File: src/rtl/reg_bus_arbiter_if.sv
// rtl/reg_bus_arbiter_if.sv - core/host request bus bundle for the register arbiter
interface reg_bus_arbiter_if;
  // core side
  logic [3:0] busreq;
  logic [3:0] instr_opnd;
  logic [3:0] wb_data;
  logic       core_ack;
  logic [3:0] rd_data;
  logic [3:0] opnd_idx;
  // host side
  logic       host_req;
  logic       host_we;
  logic [3:0] host_addr;
  logic [3:0] host_wdata;
  logic       host_gnt;
  logic [3:0] host_rdata;
  // status
  logic       busy;
  logic       err;

  // requesters (core + host) drive the request fields
  modport master (
    output busreq, instr_opnd, wb_data,
    output host_req, host_we, host_addr, host_wdata,
    input  core_ack, rd_data, opnd_idx,
    input  host_gnt, host_rdata, busy, err
  );

  // the arbiter consumes requests and returns data/handshakes
  modport slave (
    input  busreq, instr_opnd, wb_data,
    input  host_req, host_we, host_addr, host_wdata,
    output core_ack, rd_data, opnd_idx,
    output host_gnt, host_rdata, busy, err
  );
endinterface

File: src/rtl/reg_bus_arbiter.sv
// rtl/reg_bus_arbiter.sv - 16x4 register file shared between a core and a host port
module reg_bus_arbiter (
  input  logic               clk,
  input  logic               rst_n,
  reg_bus_arbiter_if.slave   bus
);

  localparam logic [3:0] CODE_IDLE = 4'b0000;
  localparam logic [3:0] CODE_OPND = 4'b0011;
  localparam logic [3:0] CODE_RD   = 4'b0001;
  localparam logic [3:0] CODE_WR   = 4'b0101;
  localparam logic [2:0] AGE_MAX   = 3'd7;

  typedef enum logic [1:0] {
    IDLE     = 2'd0,
    CORE_SVC = 2'd1,
    HOST_SVC = 2'd2
  } state_t;

  state_t     state_q, state_d;
  logic [3:0] rf_q [16];

  logic [3:0] last_code_q;
  logic [2:0] age_q;
  logic       err_q;

  // latched winner request
  logic [3:0] code_q;
  logic [3:0] opnd_lat_q;
  logic [3:0] wbd_lat_q;
  logic       hwe_q;
  logic [3:0] haddr_q;
  logic [3:0] hwdata_q;

  // registered outputs
  logic       core_ack_q;
  logic       host_gnt_q;
  logic       busy_q;
  logic [3:0] rd_data_q;
  logic [3:0] host_rdata_q;
  logic [3:0] opnd_idx_q;

  logic core_valid;
  logic core_rsvd;
  logic core_new;
  logic host_wins;
  logic core_wins;

  // Request classification and IDLE arbitration: core has priority until
  // the host has waited long enough for its age counter to saturate.
  always_comb begin
    core_valid = (bus.busreq == CODE_OPND) || (bus.busreq == CODE_RD) ||
                 (bus.busreq == CODE_WR);
    core_rsvd  = (bus.busreq != CODE_IDLE) && !core_valid;
    core_new   = core_valid && (bus.busreq != last_code_q);
    host_wins  = bus.host_req && (!core_new || (age_q == AGE_MAX));
    core_wins  = core_new && !host_wins;
  end

  // Next-state selection; every service state lasts exactly one cycle.
  always_comb begin
    state_d = IDLE;
    case (state_q)
      IDLE: begin
        if (core_wins)      state_d = CORE_SVC;
        else if (host_wins) state_d = HOST_SVC;
        else                state_d = IDLE;
      end
      CORE_SVC: state_d = IDLE;
      HOST_SVC: state_d = IDLE;
      default:  state_d = IDLE;
    endcase
  end

  // FSM, register file, request latches and registered handshakes.
  always_ff @(posedge clk or negedge rst_n) begin
    if (!rst_n) begin
      state_q      <= IDLE;
      for (int i = 0; i < 16; i++) rf_q[i] <= 4'd0;
      last_code_q  <= CODE_IDLE;
      age_q        <= 3'd0;
      err_q        <= 1'b0;
      code_q       <= CODE_IDLE;
      opnd_lat_q   <= 4'd0;
      wbd_lat_q    <= 4'd0;
      hwe_q        <= 1'b0;
      haddr_q      <= 4'd0;
      hwdata_q     <= 4'd0;
      core_ack_q   <= 1'b0;
      host_gnt_q   <= 1'b0;
      busy_q       <= 1'b0;
      rd_data_q    <= 4'd0;
      host_rdata_q <= 4'd0;
      opnd_idx_q   <= 4'd0;
    end else begin
      state_q    <= state_d;
      core_ack_q <= (state_d == CORE_SVC);
      host_gnt_q <= (state_d == HOST_SVC);
      busy_q     <= (state_d != IDLE);

      // host starvation age: counts waiting cycles, cleared by a grant
      if (host_gnt_q)
        age_q <= 3'd0;
      else if (bus.host_req && (age_q != AGE_MAX))
        age_q <= age_q + 3'd1;

      // a dropped request re-arms the core; a served one blocks repeats
      if (bus.busreq == CODE_IDLE)
        last_code_q <= CODE_IDLE;
      else if (state_q == CORE_SVC)
        last_code_q <= code_q;

      case (state_q)
        IDLE: begin
          if (core_rsvd) err_q <= 1'b1;
          if (core_wins) begin
            code_q     <= bus.busreq;
            opnd_lat_q <= bus.instr_opnd;
            wbd_lat_q  <= bus.wb_data;
          end else if (host_wins) begin
            hwe_q    <= bus.host_we;
            haddr_q  <= bus.host_addr;
            hwdata_q <= bus.host_wdata;
          end
        end
        CORE_SVC: begin
          case (code_q)
            CODE_OPND: opnd_idx_q       <= opnd_lat_q;
            CODE_RD:   rd_data_q        <= rf_q[opnd_idx_q];
            CODE_WR:   rf_q[opnd_idx_q] <= wbd_lat_q;
            default:   ;
          endcase
        end
        HOST_SVC: begin
          host_rdata_q <= rf_q[haddr_q];
          if (hwe_q) rf_q[haddr_q] <= hwdata_q;
        end
        default: ;
      endcase
    end
  end

  assign bus.core_ack   = core_ack_q;
  assign bus.host_gnt   = host_gnt_q;
  assign bus.busy       = busy_q;
  assign bus.err        = err_q;
  assign bus.rd_data    = rd_data_q;
  assign bus.host_rdata = host_rdata_q;
  assign bus.opnd_idx   = opnd_idx_q;

endmodule

File: src/flat_wrapper.sv
// flat-port wrapper written by rule: the top's interface ports become plain ports
module reg_bus_arbiter_flat 
  (clk, rst_n, bus_busreq, bus_instr_opnd, bus_wb_data, bus_host_req, bus_host_we, bus_host_addr, bus_host_wdata, bus_core_ack, bus_rd_data, bus_opnd_idx, bus_host_gnt, bus_host_rdata, bus_busy, bus_err);
  reg_bus_arbiter_if bus_i ();
  input  logic clk;
  input  logic rst_n;
  input wire logic [$bits(bus_i.busreq)-1:0] bus_busreq;
  input wire logic [$bits(bus_i.instr_opnd)-1:0] bus_instr_opnd;
  input wire logic [$bits(bus_i.wb_data)-1:0] bus_wb_data;
  input wire logic [$bits(bus_i.host_req)-1:0] bus_host_req;
  input wire logic [$bits(bus_i.host_we)-1:0] bus_host_we;
  input wire logic [$bits(bus_i.host_addr)-1:0] bus_host_addr;
  input wire logic [$bits(bus_i.host_wdata)-1:0] bus_host_wdata;
  output wire logic [$bits(bus_i.core_ack)-1:0] bus_core_ack;
  output wire logic [$bits(bus_i.rd_data)-1:0] bus_rd_data;
  output wire logic [$bits(bus_i.opnd_idx)-1:0] bus_opnd_idx;
  output wire logic [$bits(bus_i.host_gnt)-1:0] bus_host_gnt;
  output wire logic [$bits(bus_i.host_rdata)-1:0] bus_host_rdata;
  output wire logic [$bits(bus_i.busy)-1:0] bus_busy;
  output wire logic [$bits(bus_i.err)-1:0] bus_err;
  assign bus_i.busreq = bus_busreq;
  assign bus_i.instr_opnd = bus_instr_opnd;
  assign bus_i.wb_data = bus_wb_data;
  assign bus_i.host_req = bus_host_req;
  assign bus_i.host_we = bus_host_we;
  assign bus_i.host_addr = bus_host_addr;
  assign bus_i.host_wdata = bus_host_wdata;
  assign bus_core_ack = bus_i.core_ack;
  assign bus_rd_data = bus_i.rd_data;
  assign bus_opnd_idx = bus_i.opnd_idx;
  assign bus_host_gnt = bus_i.host_gnt;
  assign bus_host_rdata = bus_i.host_rdata;
  assign bus_busy = bus_i.busy;
  assign bus_err = bus_i.err;
  reg_bus_arbiter u_core (.clk(clk), .rst_n(rst_n), .bus(bus_i));
endmodule
File: config.mk
export PLATFORM = sky130hd
export DESIGN_NAME = reg_bus_arbiter_flat
export DESIGN_NICKNAME = d
export VERILOG_FILES = /design/src/rtl/reg_bus_arbiter_if.sv /design/src/rtl/reg_bus_arbiter.sv /design/src/flat_wrapper.sv
export SDC_FILE = /design/constraint.sdc
export NUM_CORES = 1
export LEC_CHECK = 0
export ABC_AREA = 1
export CAP_MARGIN = 15
export CORE_MARGIN = 5
export CORE_UTILIZATION = 60
export DETAILED_ROUTE_END_ITERATION = 10
export PLACE_DENSITY_LB_ADDON = 0.15
export SLEW_MARGIN = 25
export SYNTH_ARGS = -nofsm -noshare
export SYNTH_HDL_FRONTEND = slang
export SYNTH_SLANG_ARGS = --single-unit
File: constraint.sdc
create_clock -name clk -period 2.4 [get_ports clk]
set_clock_uncertainty 0.2 [all_clocks]
set_input_delay 0.48 -clock clk [delete_from_list [all_inputs] [get_ports clk]]
set_output_delay 0.48 -clock clk [all_outputs]
set_load 0.05 [all_outputs]
==> flow_summary.rst <==
.. list-table::
   :header-rows: 1

   * - Metric
     - Value
   * - Sequential area share after synthesis
     - 41.6%
   * - CP Data Arrival Time
     - 1630 ps
   * - Number of antenna violations at the first check in global routing
     - 0
   * - Maximum achievable frequency
     - between 0.4 and 0.5 GHz
   * - Number of I/O pins
     - 40
   * - Pwr dens
     - 859 mW/mm²
   * - Length of routed met2 wiring
     - slightly below 9 mm
   * - Post-Synthesis Cells
     - 984
   * - Post-Synthesis Net Count
     - 1010
   * - Final Hold Fails
     - 0
   * - DR top layer
     - met4
   * - Placed cell areas
     - 0.00733 mm²
   * - Maximum level of the CTS H-tree
     - 3
   * - Period Utilization, post-route
     - 96.2%
   * - Pleak
     - 3.58 nW
   * - DR DRC count
     - 0
   * - Routed Antenna Nets
     - 0
   * - Sum of internal, switching and leakage power
     - 6.46 mW
   * - Count of buffers from port buffering
     - 39
   * - Number of filler instances in the final layout
     - 957
   * - Total number of vias
     - 6698
   * - Cell Chain, Critical Path
     - clkdlybuf4s50_1
   * - Number of flip-flops and latches in the synthesized netlist
     - 110
   * - Layout overhead on the synthesized area
     - 13.6%
   * - Result of the run
     - complete, no violations
   * - First-pass GRT wire length
     - 31.3 mm
   * - Final routed wire length divided by cell count
     - 16.1 µm
   * - Unrepaired setup endpoints after global routing
     - no
   * - Critical path buffers and inverters
     - 1
   * - Number of max-cap violations
     - 0
   * - Post-Route Setup TNS
     - 0 ps
   * - Bufs on Longest Clock Path
     - 2
   * - Chip Height
     - 115 µm
   * - Setup slack of the most critical reg-to-reg path
     - 160 ps
   * - Startpoint of the lowest-slack register-to-register path
     - u_core.state_q[0]$_DFF_PN0_
   * - Type of the tightest min-delay check
     - reg -> reg
   * - Number of placed instances, taps included
     - 1165
   * - Slowest stage cell on the critical path
     - sky130_fd_sc_hd__clkdlybuf4s50_1
   * - Final-report max-slew violation count
     - 0
   * - Detailed-placement wirelength estimate
     - approximately 14 mm
   * - Top cell family by delay on the critical path
     - buffers and inverters
   * - Area of the die
     - 0.0132 mm²
   * - CTS buffer count
     - 9
   * - CTS tree
     - done
   * - Startpoint of the worst setup timing path
     - u_core.bus.host_gnt$_DFF_PN0_
   * - Type of the setup path with the least slack
     - reg -> out
   * - TritonCTS Sinks
     - between 100 and 150
   * - Routed length on met1
     - 7.89 mm
   * - Core region area
     - 0.0108 mm²
   * - Setup repair bufs after CTS
     - 0
   * - Kind of end point of the critical path
     - output pin
   * - Via count of the first global-routing pass
     - 6197
   * - Number of warnings printed during yosys synthesis
     - 0
   * - Critical path data required time
     - 1720 ps
   * - Mean number of vias per cell
     - about 5.7
   * - Remaining max-slew budget at the tightest pin
     - 49.1%
   * - Critical path startpoint category
     - flop
   * - Total setup violations reported at the end of the flow
     - 0
   * - Pin count of the biggest net entering global routing
     - between 50 and 60
   * - Largest fanout on the critical path
     - 2
   * - Clock root buffer
     - sky130_fd_sc_hd__clkbuf_8
   * - Commonest cells after routing, fill and taps aside
     - 399 x sky130_fd_sc_hd__nand2_1, 113 x sky130_fd_sc_hd__o21ai_0, 110 x sky130_fd_sc_hd__dfrtp_1
   * - Register Area
     - around 0.0028 mm²
   * - Maximum VDD drop
     - between 600 and 700 µV
   * - Hold endpoint
     - u_core.bus.err$_DFFE_PN0P_
   * - Effective utilization at floorplan
     - ~61%
   * - Iteration-0 DRC Markers
     - 848
   * - Weighted congestion at the end of routability-driven global placement
     - 1.02
   * - Clock transition time at the flip-flop clock pins of the worst setup and hold paths
     - 110 ps
   * - HP Start
     - u_core.bus.err$_DFFE_PN0P_
   * - Final global-route overflow total
     - 0
   * - Count of distinct cell types in the synthesized netlist
     - 23
   * - Non-filler instance count after layout
     - 1180
   * - Gr usage total
     - a little under a third
   * - Number of placement rows
     - 38
   * - Ratio of cells with drive above 1 in the final layout
     - 7.69%
   * - N_diodes
     - 0
   * - WL final
     - 18.9 mm
   * - Largest stage delay, worst path
     - a little over 800 ps
   * - Most common cell after layout, fill and taps aside
     - sky130_fd_sc_hd__nand2_1
   * - Number of cell instances on the worst register-to-register path
     - 7
   * - Clk Latency, worst-skew pair
     - about 400 ps
   * - Instance count on the critical path
     - 1
   * - Final critical path time including I/O delays and setup
     - 2310 ps
   * - Synthesized area divided by synthesized cell count
     - ~6.7 µm²
   * - Net count of the finished layout
     - roughly 1100
   * - 1st-pass router iterations
     - 6
   * - Combined area of all synthesized cells
     - 0.00662 mm²
   * - Count of cells along the worst hold path
     - 1
   * - Area of combinational cells with multiple inputs
     - 0.00331 mm²
   * - Routed met3 length
     - roughly 1.7 mm
   * - Post-route standard cell area excluding fillers
     - roughly 0.0075 mm²
   * - Measured slew at the worst slew-check pin
     - 762 ps
   * - Width of the die
     - 115 µm
   * - Worst R2R End
     - u_core.rf_q[17]$_DFFE_PN0P_
-- stage by stage --
stage	worst slack, ps	util, %	hold WS, ps
5_1_grt	20.6	69.3	302
2_1_floorplan	446	-	-15.6
3_5_place_dp	-44.8	67.6	251
3_3_place_gp	62.9	67.6	242
4_1_cts	31.9	69.3	279
6_report	90.2	69.3	275
-- sequential cells by signal, indices dropped and copies added, names as in the netlist --
name / count
u_core.age_q: 3
u_core.bus.busy: 1
u_core.bus.core_ack: 1
u_core.bus.err: 1
u_core.bus.host_gnt: 1
u_core.bus.host_rdata: 4
u_core.bus.opnd_idx: 4
u_core.bus.rd_data: 4
u_core.code_q: 4
u_core.haddr_q: 4
u_core.hwdata_q: 4
u_core.hwe_q: 1
u_core.last_code_q: 4
u_core.opnd_lat_q: 4
u_core.rf_q: 64
u_core.state_q: 2
u_core.wbd_lat_q: 4
-- worst max path at each step --
stage	to	slack [ps]
after floorplan	u_core.rf_q[17]$_DFFE_PN0P_	450
after global placement	u_core.hwdata_q[1]$_DFFE_PN0P_	60
after detailed placement	u_core.opnd_lat_q[3]$_DFFE_PN0P_	-40
after CTS	bus_opnd_idx[2]	30
after global routing	bus_host_gnt	20
final	bus_host_gnt	90
-- cell usage after synthesis, drive strengths merged --
master,instances,area [µm²]
a21o,1,7.51
a21oi,16,80.1
a31oi,4,25.0
buf,24,135
clkbuf,12,46.3
dfrtp,110,2750
ha,2,25.0
inv,101,379
nand2,399,1500
nand3,30,150
nand4,15,93.8
nor2,91,444
nor3,1,5.00
o2111ai,1,8.76
o21ai,113,566
o22ai,60,375
or2,4,25.0
-- report_power, final --
group          leakage [nW]  internal, mW  total, mW  switching, mW
clock                0.0848         0.402       1.06          0.657
combinational          2.03         0.883       2.95           2.06
sequential             1.46          2.18       2.45          0.271
-- area by class of cell --
type	instances	area share, %
multi-input combinational	737	44.0
sequential	110	36.6
timing repair buffer	78	9.75
inverter	101	5.04
tap	140	2.33
clock buffer	10	1.83
clock inverter	4	0.449
-- what timing repair did --
item | 4_1_cts | 5_1_grt
hold buffers | 1 | 0
setup endpoints to repair | 0 | 2
endpoints found under the hold margin | 27 | 0
gates resized for setup | 0 | 2
-- kinds of logic after synthesis --
| group | count (synthesis) | synth area share, % |
|---|---|---|
| AND/OR/NAND/NOR | 540 | 33.5 |
| AO/OA/AOI/OAI | 195 | 16.1 |
| buffers and inverters | 137 | 8.47 |
| flip-flops | 110 | 41.6 |
| adder cells (fa/ha/maj) | 2 | 0.378 |
-- metal layers --
| layer | GRT usage, % | vias up |
|---|---|---|
| li1 | - | 3274 |
| met1 | 41.4 | 3036 |
| met2 | 47.3 | 332 |
| met3 | 6.79 | 56 |
| met4 | 11.9 | 0 |
| met5 | 0 | - |
Note: power is estimated with default switching activity, not from simulation.
